<file path="src/rtl/int_ctrl_pkg.sv">
// Shared constants, cell state type and byte-lane merge helper for int_ctrl.
package int_ctrl_pkg;

  localparam logic [31:0] OFF_PEND = 32'h00;
  localparam logic [31:0] OFF_MASK = 32'h04;
  localparam logic [31:0] OFF_EDGE = 32'h08;
  localparam logic [31:0] OFF_PCM  = 32'h0C;
  localparam logic [31:0] OFF_STAT = 32'h10;

  typedef enum logic {
    IDLE    = 1'b0,
    PENDING = 1'b1
  } cell_state_e;

  function automatic logic [31:0] merge_be(input logic [31:0] old_v,
                                           input logic [31:0] new_v,
                                           input logic [3:0]  be);
    logic [31:0] r;
    r = old_v;
    for (int b = 0; b < 4; b++) begin
      if (be[b]) r[b*8 +: 8] = new_v[b*8 +: 8];
    end
    return r;
  endfunction

endpackage

</file>
<file path="src/rtl/int_src_cell.sv">
// One interrupt source: edge/level event detection, pending latch and overflow flag.
module int_src_cell
  import int_ctrl_pkg::*;
(
  input  logic clk,
  input  logic reset,
  input  logic src,
  input  logic edge_mode,
  input  logic clr,
  input  logic inj,
  output logic pending,
  output logic ovf
);

  cell_state_e state_q;
  logic        prev_q;
  logic        ovf_q;
  logic        src_evt;
  logic        set_evt;

  assign src_evt = edge_mode ? (src & ~prev_q) : src;
  assign set_evt = src_evt | inj;

  always_ff @(posedge clk) begin
    if (reset) begin
      state_q <= IDLE;
      prev_q  <= 1'b0;
      ovf_q   <= 1'b0;
    end else begin
      prev_q <= src;
      if (clr) ovf_q <= 1'b0;
      case (state_q)
        IDLE: begin
          if (set_evt) state_q <= PENDING;
        end
        PENDING: begin
          // A new edge while still pending is remembered as overflow; it wins over a clear.
          if (edge_mode && src_evt) ovf_q <= 1'b1;
          if (clr && !set_evt) state_q <= IDLE;
        end
        default: state_q <= IDLE;
      endcase
    end
  end

  assign pending = (state_q == PENDING);
  assign ovf     = ovf_q;

endmodule

</file>
<file path="src/rtl/int_ctrl.sv">
// Memory-mapped interrupt controller feeding CP0 HWInt.
// Optional PC-match injector enabled by defining INT_CTRL_PCMATCH_EN.
module int_ctrl
  import int_ctrl_pkg::*;
#(
  parameter logic [31:0] ADDR_BASE = 32'h0000_7f20,
  parameter int          NSRC      = 6,
  parameter int          INJ_BIT   = 2
) (
  input  logic            clk,
  input  logic            reset,
  input  logic [NSRC-1:0] irq_src,
  input  logic [31:0]     macroscopic_pc,
  input  logic [31:0]     bus_addr,
  input  logic [31:0]     bus_wdata,
  input  logic [3:0]      bus_byteen,
  output logic [31:0]     bus_rdata,
  output logic [NSRC-1:0] hwint
);

  logic [NSRC-1:0] mask_q, edge_q;
  logic [NSRC-1:0] pend, ovf, clr_v, inj_v;
  logic [31:0]     off, off_w, mask_wr, edge_wr, pcm_rd, status;
  logic            wr, sel_pend, sel_mask, sel_edge, sel_pcm, sel_stat;
  logic [2:0]      idx;
  logic            hit;

  assign off      = bus_addr - ADDR_BASE;
  assign off_w    = {off[31:2], 2'b00};
  assign wr       = |bus_byteen;
  assign sel_pend = (off_w == OFF_PEND);
  assign sel_mask = (off_w == OFF_MASK);
  assign sel_edge = (off_w == OFF_EDGE);
  assign sel_pcm  = (off_w == OFF_PCM);
  assign sel_stat = (off_w == OFF_STAT);

  assign clr_v   = (wr && sel_pend && bus_byteen[0]) ? bus_wdata[NSRC-1:0] : '0;
  assign mask_wr = merge_be(32'(mask_q), bus_wdata, bus_byteen);
  assign edge_wr = merge_be(32'(edge_q), bus_wdata, bus_byteen);

`ifdef INT_CTRL_PCMATCH_EN
  logic [31:0] pcm_q;
  logic [31:0] pcm_wr;
  logic        unused_ok;

  assign pcm_wr    = merge_be(pcm_q, bus_wdata, bus_byteen);
  assign hit       = pcm_q[0] && (macroscopic_pc[31:2] == pcm_q[31:2]);
  assign pcm_rd    = pcm_q;
  assign unused_ok = ^{macroscopic_pc[1:0], off[1:0], mask_wr[31:NSRC], edge_wr[31:NSRC]};

  // A software write in the hit cycle wins, so re-arming is never lost.
  always_ff @(posedge clk) begin
    if (reset) begin
      pcm_q <= '0;
    end else if (wr && sel_pcm) begin
      pcm_q <= pcm_wr & 32'hFFFF_FFFD;
    end else if (hit) begin
      pcm_q[0] <= 1'b0;
    end
  end
`else
  logic unused_ok;

  assign hit       = 1'b0;
  assign pcm_rd    = '0;
  assign unused_ok = ^{macroscopic_pc, off[1:0], mask_wr[31:NSRC], edge_wr[31:NSRC]};
`endif

  always_comb begin
    inj_v          = '0;
    inj_v[INJ_BIT] = hit;
  end

  always_ff @(posedge clk) begin
    if (reset) begin
      mask_q <= '1;
      edge_q <= '0;
    end else begin
      if (wr && sel_mask) mask_q <= mask_wr[NSRC-1:0];
      if (wr && sel_edge) edge_q <= edge_wr[NSRC-1:0];
    end
  end

  for (genvar i = 0; i < NSRC; i++) begin : g_cell
    int_src_cell u_cell (
      .clk       (clk),
      .reset     (reset),
      .src       (irq_src[i]),
      .edge_mode (edge_q[i]),
      .clr       (clr_v[i]),
      .inj       (inj_v[i]),
      .pending   (pend[i]),
      .ovf       (ovf[i])
    );
  end

  assign hwint = pend & mask_q;

  // Lowest-numbered active source has priority.
  always_comb begin
    idx = '0;
    for (int i = NSRC - 1; i >= 0; i--) begin
      if (hwint[i]) idx = 3'(i);
    end
  end

  assign status = {16'h0, 8'(ovf), 4'h0, idx, |hwint};

  always_comb begin
    bus_rdata = '0;
    if (sel_pend)      bus_rdata = 32'(pend);
    else if (sel_mask) bus_rdata = 32'(mask_q);
    else if (sel_edge) bus_rdata = 32'(edge_q);
    else if (sel_pcm)  bus_rdata = pcm_rd;
    else if (sel_stat) bus_rdata = status;
  end

endmodule

</file>
<file path="config.mk">
export PLATFORM = sky130hd
export DESIGN_NAME = int_ctrl
export DESIGN_NICKNAME = d
export VERILOG_FILES = /design/src/rtl/int_ctrl_pkg.sv /design/src/rtl/int_src_cell.sv /design/src/rtl/int_ctrl.sv
export SDC_FILE = /design/constraint.sdc
export NUM_CORES = 1
export LEC_CHECK = 0
export CORE_UTILIZATION = 40
export DETAILED_ROUTE_END_ITERATION = 8
export GPL_TIMING_DRIVEN = 0
export PLACE_DENSITY = 0.94
export SLEW_MARGIN = 30
export SYNTH_ARGS = -nofsm -noshare
export SYNTH_HDL_FRONTEND = slang
export SYNTH_SLANG_ARGS = --single-unit
</file>
<file path="constraint.sdc">
create_clock -name clk -period 9 [get_ports clk]
set_clock_uncertainty 0.15 [all_clocks]
set_input_delay 1.8 -clock clk [delete_from_list [all_inputs] [get_ports clk]]
set_output_delay 1.8 -clock clk [all_outputs]
set_load 0.005 [all_outputs]
</file>
Word-level counts from Yosys, hierarchy flattened
Index checks and enable logic that the tools add are counted.
{"block": "word_totals", "regBits": 30, "word_cells": 125, "out_inout_bits": 38, "inputBits": 108}
{"block": "op_classes", "n_bitwise": 19, "n_eq_ne": 4, "n_addsub": 1, "n_reduce_logical": 27, "n_mux": 54}
{"operator": "$mux 14", "count": 5}
{"operator": "$eq 30x2->1 const B", "count": 2}
{"operator": "$mux 1", "count": 36}
{"operator": "$logic_not 32->1", "count": 1}
{"operator": "$sub 32x15->32 const B", "count": 1}
{"operator": "$eq 30x1->1 const B", "count": 1}
{"operator": "$eq 30x3->1 const B", "count": 1}
{"operator": "$mux 3", "count": 6}
{"operator": "$logic_and 1x1->1", "count": 16}
{"operator": "$not 1->1", "count": 12}
{"operator": "$pmux 1 s2", "count": 6}
{"operator": "$and 1x1->1", "count": 6}
{"operator": "$and 6x6->6", "count": 1}
{"operator": "$logic_not 1->1", "count": 6}
{"operator": "$mux 6", "count": 1}
{"operator": "$reduce_or 6->1", "count": 1}
{"operator": "$reduce_and 2->1", "count": 2}
{"operator": "$reduce_or 4->1", "count": 1}

Longest topological paths before layout
Gate-level depths: netlist (run 1).
{"block": "logic_depth", "depth_word": 12, "depth_mapped": 11, "ltp_nobuf": 9}

Hierarchy
Synthesis (run 1) repeated with hierarchy kept, for this count alone.
{"block": "hier_totals", "cells_unflattened": 308, "area_unflattened_um2": 2377.3}
{"mod": "int_ctrl", "area_per_inst_um2": 1694.1, "seq_area_each_um2": 240.2, "n_inst": 1, "cells_per_inst": 242}
{"mod": "int_src_cell", "area_per_inst_um2": 113.9, "seq_area_each_um2": 60.1, "n_inst": 6, "cells_per_inst": 11}

Worst setup path before layout (run 1)
OpenSTA, ideal clock, no wires.
{"block": "synth_path", "kind": "in2out", "startpoint": "in bus_addr[15]", "endpoint": "out bus_rdata[10]", "n_path_buf": 1, "t_required_ps": 7050, "setup_slack_ps": 2861, "stages": 8, "arrival_ps": 4189, "cell_sequence": "or4_4 -> or4b_4 -> o41ai_1 -> o211ai_1 -> or3_1 -> buf_6 -> nor2_1 -> and4_1"}
{"block": "synth_via", "elab_chain_len": 7}
{"element": "start: declaration", "line_no": "int_ctrl.sv:14", "rtl": "input logic [31:0] bus_addr,"}
{"element": "$sub 32x15->32 (*)", "line_no": "int_ctrl.sv:28", "rtl": "assign off = bus_addr - ADDR_BASE;"}
{"element": "$eq 30x3->1", "line_no": "int_ctrl.sv:35", "rtl": "assign sel_stat = (off_w == OFF_STAT);"}
{"element": "$mux 14", "line_no": "int_ctrl.sv:115", "rtl": "else if (sel_stat) bus_rdata = status;"}
{"element": "$mux 14", "line_no": "int_ctrl.sv:114", "rtl": "else if (sel_pcm) bus_rdata = pcm_rd;"}
{"element": "$mux 14", "line_no": "int_ctrl.sv:113", "rtl": "else if (sel_edge) bus_rdata = 32'(edge_q);"}
{"element": "$mux 14", "line_no": "int_ctrl.sv:112", "rtl": "else if (sel_mask) bus_rdata = 32'(mask_q);"}
{"element": "$mux 14 (*)", "line_no": "int_ctrl.sv:111", "rtl": "if (sel_pend) bus_rdata = 32'(pend);"}
{"element": "end: declaration", "line_no": "int_ctrl.sv:17", "rtl": "output logic [31:0] bus_rdata,"}
Every way passes the cells marked *; elsewhere a longest branch is shown, timed or not.

Worst setup path in the final report (run 1)
{"block": "layout_path", "startpoint": "in bus_addr[15]", "endpoint": "out bus_rdata[11]"}
Same word-level chain as after synthesis.

==> reports/results.txt, run 1 <==
endpoints failing setup: 0
crit-path max cell delay: 640 ps
Placed Area: 3020 µm²
cell accounting for the most synthesized area: dfxtp_1
die width: 76.9 µm
DRC violation total after the first TritonRoute iteration: 274
vias in the first global route: 2410
filler cell count: 483
CTS tree: built
CP max-delay cell: or4_4
hold buffer count at CTS: 0
Post-Syn Area: 2250 µm²
Synth Area in XOR/XNOR: 0.0117
Storage cell area: 601 µm²
top cells by count, synth: dfxtp_1, nand2_1, a21oi_1
syn_area_per_cell: 7.49 µm²
antenna cells: 0
Initial Util: 0.426
Worst-Skew Late Latency: 280 ps
multiplexer share of the synthesized area: 0.00891
Cells after Synth: 300
Compound-Gate Fraction of Synth Area: 0.258
area of the multi-input gates: 1460 µm²
async set or reset register ratio after synthesis: 0
# H-tree levels: 2
Site Rows: 26
IR drop worst, VDD: 0.0000795 V
Worst Setup End Kind: output pin
nets: 496
post-CTS sizing: 0
Most used DFF post-synth: dfxtp_1
Die Ht: 76.9 µm
Highest Clock Rate: 132 MHz
DRC Markers: 0
GRT Util Overall: 0.236
Tightest Hold Check Type: flop to flop
Post-synth EDFFs: 0
Avg WL per Cell: 15.5 µm
RePlAce Congestion: 0.919
wire length of the first global-routing pass: 11400 µm
Crit path max-delay family: simple AND/OR/NAND/NOR gates
fin crit period: 7570 ps
yosys warns: 0
hold_sp: g_cell[4].u_cell.ovf
Worst Setup SP: bus_addr[15]
Setup TNS: 0 ps
Routed Antenna Nets: 0
post-synthesis sequential area ratio: 0.267
worst path required time: 7050 ps
post-CTS setup buffer count: 0
Power Dens Cells: 105 nW/µm²
status: completed
crit path DAT: 5620 ps
I/O Pins: 146
Pleak: 0.00113 µW
top cell type's share of synthesized area: 0.267
stages on the worst setup path: 10
Setup CP Type: input pin to output pin
Most Frequent Cell on Critical Path: clkdlybuf4s50_1
clock root buffer: clkbuf_8
CP endpoint: bus_rdata[11]
final slew viol count: 0
via count: 2684
FF+latch count, synth: 30
simple-gate share of the synthesized area: 0.326
R2R Path Start: edge_q[2]
CTS buffer count: 5
Slew headroom: 0.594
post-synthesis adder-cell area fraction: 0.00557
R2R setup slack: 8020 ps
period utilization: 0.841
maximum number of pins on one net before global-route repair: 11
max cap viols: 0
vias per cell: 5.86
worst path bufs/invs: 3
clock-pin slew on the worst setup and hold paths: 70 ps
Sink Count: 30
post-layout instance area: 3120 µm²
fin util: 0.593
Crit Reg-Reg Endpoint: g_cell[2].u_cell.ovf
R2R depth: 3
initial antenna violation count: 0
CORE AREA: 5270 µm²
crit-path max FO: 7
grt ovf: 0
layout cell share with drive strength beyond 1: 0.101
Slew @ Worst Pin: 604 ps
Startpoint Class: input pin
final wirelength: 7090 µm
Overall Power: 327 µW
Synth cell types: 51
die area: 5920 µm²
IO buf count: 61
Synth area leaders: dfxtp_1, buf_4, o31ai_1
largest family of logic cells by synthesized area: simple AND/OR/NAND/NOR gates
crit path cell chain: clkdlybuf4s50_1, or4_4, or4b_4, o41ai_1, o211ai_1, or3_1, buf_6, nor2_1, and4_1, clkdlybuf4s50_1
area grow syn2layout: 39.1%
TritonRoute pass-1 iters: 5
RSZ-0062 raised after global routing: false
final hold viol count: 0
hpwl dp: 5400 µm
clock buffer depth: 2
==> worst min-delay path by stage <==
stage	slack, ps	to	cells after the start
after CTS	320	g_cell[4].u_cell.ovf	2
after global routing	360	g_cell[2].u_cell.ovf	2
after detailed placement	310	g_cell[4].u_cell.ovf	2
after global placement	310	g_cell[0].u_cell.ovf	2
after floorplan	290	g_cell[0].u_cell.ovf	2
final	320	g_cell[4].u_cell.ovf	2
==> logic make-up after synthesis <==
kind of cell	Yosys count
other	1
XOR/XNOR	3
AND/OR/NAND/NOR	130
flip-flops	30
adder cells (fa/ha/maj)	1
AO/OA/AOI/OAI	87
buffers and inverters	46
multiplexers	2
==> worst reg2reg max path: cells and delay by family, from the launching register on <==
kind	cells	cell delay, ps
compound gates	1	70
flops	1	420
simple gates	2	230
==> final cells by class <==
cell class	instances	share of cell area
buffer	36	0.0749
clock buffer	6	0.0264
clock inverter	2	0.00401
inverter	10	0.0120
multi-input combinational	243	0.467
sequential	30	0.192
tap	70	0.0280
timing repair buffer	61	0.196
==> cell usage in the layout, fill, tap and decap left out, types with 4 or more instances in the layout <==
master and n:
a211oi_1 4, a21oi_1 22, a31oi_1 12, and2_1 4
and4_1 7, buf_4 20, clkbuf_1 12, clkbuf_8 6
clkdlybuf4s50_1 61, conb_1 20, dfxtp_1 30, inv_1 10
nand2_1 30, nand3_1 5, nand4_1 16, nor2_1 20
nor2b_1 9, nor3_1 8, nor4_1 10, o21ai_0 9
o31ai_1 20
==> report_power, final <==
group / internal [µW] / switching (µW)
clock network: 61.3 / 51.7
registers: 136 / 3.14
logic: 38.4 / 36.1
total: 236 / 91.0
==> registers in the layout, summed over array words and instances (netlist names) <==
name / flops
g_cell.u_cell.ovf: 6
g_cell.u_cell.pending: 6
g_cell.u_cell.prev_q: 6
mask_q: 6
edge_q: 6
==> per-layer routing <==
layer  up-vias  GRT usage  wire [µm]
li1       1288          -          -
met1      1244      0.309       2970
met2       139      0.393       3370
met3        13     0.0417        654
met4         0     0.0635         97
met5         -          0          0
==> stage by stage <==
stage / std cells / hold slack (ps) / worst slack [ps]
6_report: 458 / 325 / 1430
3_3_place_gp: 450 / 306 / 1470
3_5_place_dp: 450 / 310 / 1490
2_1_floorplan: 319 / 294 / 2860
5_1_grt: 458 / 357 / 1230
4_1_cts: 458 / 322 / 1470
No activity file was read; power rests on OpenSTA's default activity.
==> inputs of run 2 (changes only) <==
- CORE_UTILIZATION: 40 -> 33
- PLACE_DENSITY: 0.94 -> 0.83
- clock period: 9 -> 6.4 ns (I/O delays scaled with it)
==> reports/results.txt, run 2 (synthesized netlist as in run 1, its figures left out) <==
P_int: 361 µW (+53%)
Die Ht: 84.5 µm (+9.8%)
final wirelength: 6700 µm (-5.6%)
Hold Path Depth: 2 (unchanged)
clock-pin slew on the worst setup and hold paths: 60 ps (about the same)
maximum number of pins on one net before global-route repair: 12 (+1)
CP max-delay cell: or4_4
Pleak: 0.00114 µW (+1.1%)
final hold viol count: 0 (unchanged)
Reg power frac: 0.399 (-0.027)
stages on the worst setup path: 10 (unchanged)
via count: 2592 (-3.4%)
clock share of power: 0.389 (+0.043)
vias in the first global route: 2368 (-1.7%)
crit path DAT: 4800 ps (-820 ps)
Tightest Hold Check Type: flop to flop
# H-tree levels: 2 (unchanged)
Crit path max-delay family: simple AND/OR/NAND/NOR gates
Site Rows: 29 (+12%)
die area: 7140 µm² (+21%)
clock root buffer: clkbuf_8
initial antenna violation count: 0 (unchanged)
endpoints failing setup: 0 (unchanged)
Avg WL per Cell: 14.4 µm (-7.0%)
Setup CP Type: input pin to output pin
Hold Path End: g_cell[0].u_cell.ovf
Worst-Skew Late Latency: 280 ps (about the same)
post-CTS setup buffer count: 0 (unchanged)
Cell Count, Final, Fillers Out: 465 (+1.5%)
layout cell share with drive strength beyond 1: 0.108 (+0.00773)
grt ovf: 0 (unchanged)
Sink Count: 30 (unchanged)
IO buf count: 61 (unchanged)
R2R depth: 3 (unchanged)
DRC Markers: 10 (+10)
period utilization: 0.973
commonest non-fill, non-tap cell in the layout: clkdlybuf4s50_1
I/O Pins: 146 (unchanged)
antenna cells: 0 (unchanged)
clock buffer depth: 2 (unchanged)
Most Frequent Cell on Critical Path: clkdlybuf4s50_1
final slew viol count: 0 (unchanged)
CTS tree: built
fin crit period: 6230 ps
CTS buffer count: 5 (unchanged)
IR drop worst, VDD: 0.0000719 V (-9.6%)
hpwl dp: 5220 µm (-3.3%)
Slew headroom: 0.544 (-0.0503)
RePlAce Congestion: 0.891 (-3.0%)
status: finished with violations
wire length of the first global-routing pass: 11000 µm (-3.5%)
worst path bufs/invs: 3 (unchanged)
GRT Util Overall: 0.188 (-0.0476)
area grow syn2layout: 41.2%
worst path required time: 4970 ps (-2080 ps)
Setup TNS: 0 ps (unchanged)
failing checks: DRC
Highest Clock Rate: 161 MHz
fin util: 0.491 (-0.102)
CORE AREA: 6460 µm² (+23%)
TritonRoute pass-1 iters: 6 (+1)
R2R Path Start: edge_q[0]
Slew @ Worst Pin: 683 ps (+79.2 ps)
Routed Antenna Nets: 0 (unchanged)
R2R setup slack: 5450 ps (-2570 ps)
Worst Setup End Kind: output pin
vias per cell: 5.57 (-4.9%)
hold_sp: g_cell[0].u_cell.ovf
switching power: 130 µW (+43%)
filler cell count: 650 (+35%)
Overall Power: 491 µW (+50%)
crit-path max FO: 7 (unchanged)
DRC violation total after the first TritonRoute iteration: 238 (-13%)
nets: 496 (unchanged)
Logic pwr share: 0.213 (-0.015)
max cap viols: 0 (unchanged)
Power Dens Cells: 155 nW/µm² (+48%)
most frequent cells in the layout: clkdlybuf4s50_1, nand2_1, dfxtp_1
die width: 84.5 µm (+9.8%)
Startpoint Class: input pin
crit path cell chain: clkdlybuf4s50_1, or4_4, or4b_4, o41ai_1, o211ai_1, or3_1, buf_6, nor2_4, and4_1, clkdlybuf4s50_1
RSZ-0062 raised after global routing: false
crit-path max cell delay: 590 ps (-50 ps)
Placed Cells: 457 (+1.6%)
Initial Util: 0.348 (-0.0784)
Crit Reg-Reg Endpoint: g_cell[0].u_cell.pending
switching part of the total: 0.264 (-0.0139)
-- run 2: power by group through the flow --
stage          registers [µW]  clock network, µW  logic (µW)
3_3_place_gp              199                  0        99.9
3_5_place_dp              200                  0         102
4_1_cts                   195                196         102
5_1_grt                   196                205         114
2_1_floorplan             198                  0        50.3
6_report                  196                191         104
-- run 2: worst max path at each step --
| stage | from | end | slack, ps |
|---|---|---|---|
| global route | bus_addr[16] | bus_rdata[12] | 70 |
| floorplan | bus_addr[15] | bus_rdata[10] | 1300 |
| finish | bus_addr[16] | bus_rdata[8] | 170 |
| detailed placement | bus_addr[15] | bus_rdata[8] | -40 |
| CTS | bus_addr[15] | bus_rdata[8] | 50 |
| global placement | bus_addr[15] | bus_rdata[8] | -20 |
-- run 2: through the flow --
| step | setup WS, ps | area (µm²) | hold WS, ps |
|---|---|---|---|
| after floorplan | 1300 | 2320 | 294 |
| after global placement | -20.4 | 3020 | 304 |
| after detailed placement | -38.2 | 3030 | 307 |
| after CTS | 53.7 | 3150 | 316 |
| after global routing | 68.6 | 3170 | 359 |
| final | 175 | 3170 | 320 |
-- run 2: what timing repair did --
item	in CTS	in global routing
setup endpoints to repair	6	8
cloned	0	0
hold buffers	0	0
resized for setup	1	4
-- run 2: tightest hold or removal path, delay by kind of cell (launching register included) --
| family | cells | cell delay (ps) |
|---|---|---|
| AOI/OAI and AO/OA | 2 | 120 |
| DFF | 1 | 310 |
-- run 2: metal layers --
| metal | vias up | part of all wire | GRT usage |
|---|---|---|---|
| met1 | 1169 | 0.44 | 0.245 |
| met3 | 10 | 0.074 | 0.0374 |
| met2 | 122 | 0.47 | 0.311 |
| met5 | - | 0 | 0 |
| met4 | 0 | 0.016 | 0.0632 |
| li1 | 1291 | - | - |
-- run 2: cell type report --
cell class	count	area (µm²)	share of cell area
tap	77	96.3	0.0304
sequential	30	601	0.189
multi-input combinational	243	1480	0.465
timing repair buffer	61	613	0.193
buffer	36	234	0.0738
inverter	10	37.5	0.0118
clock buffer	5	68.8	0.0217
clock inverter	3	45.0	0.0142
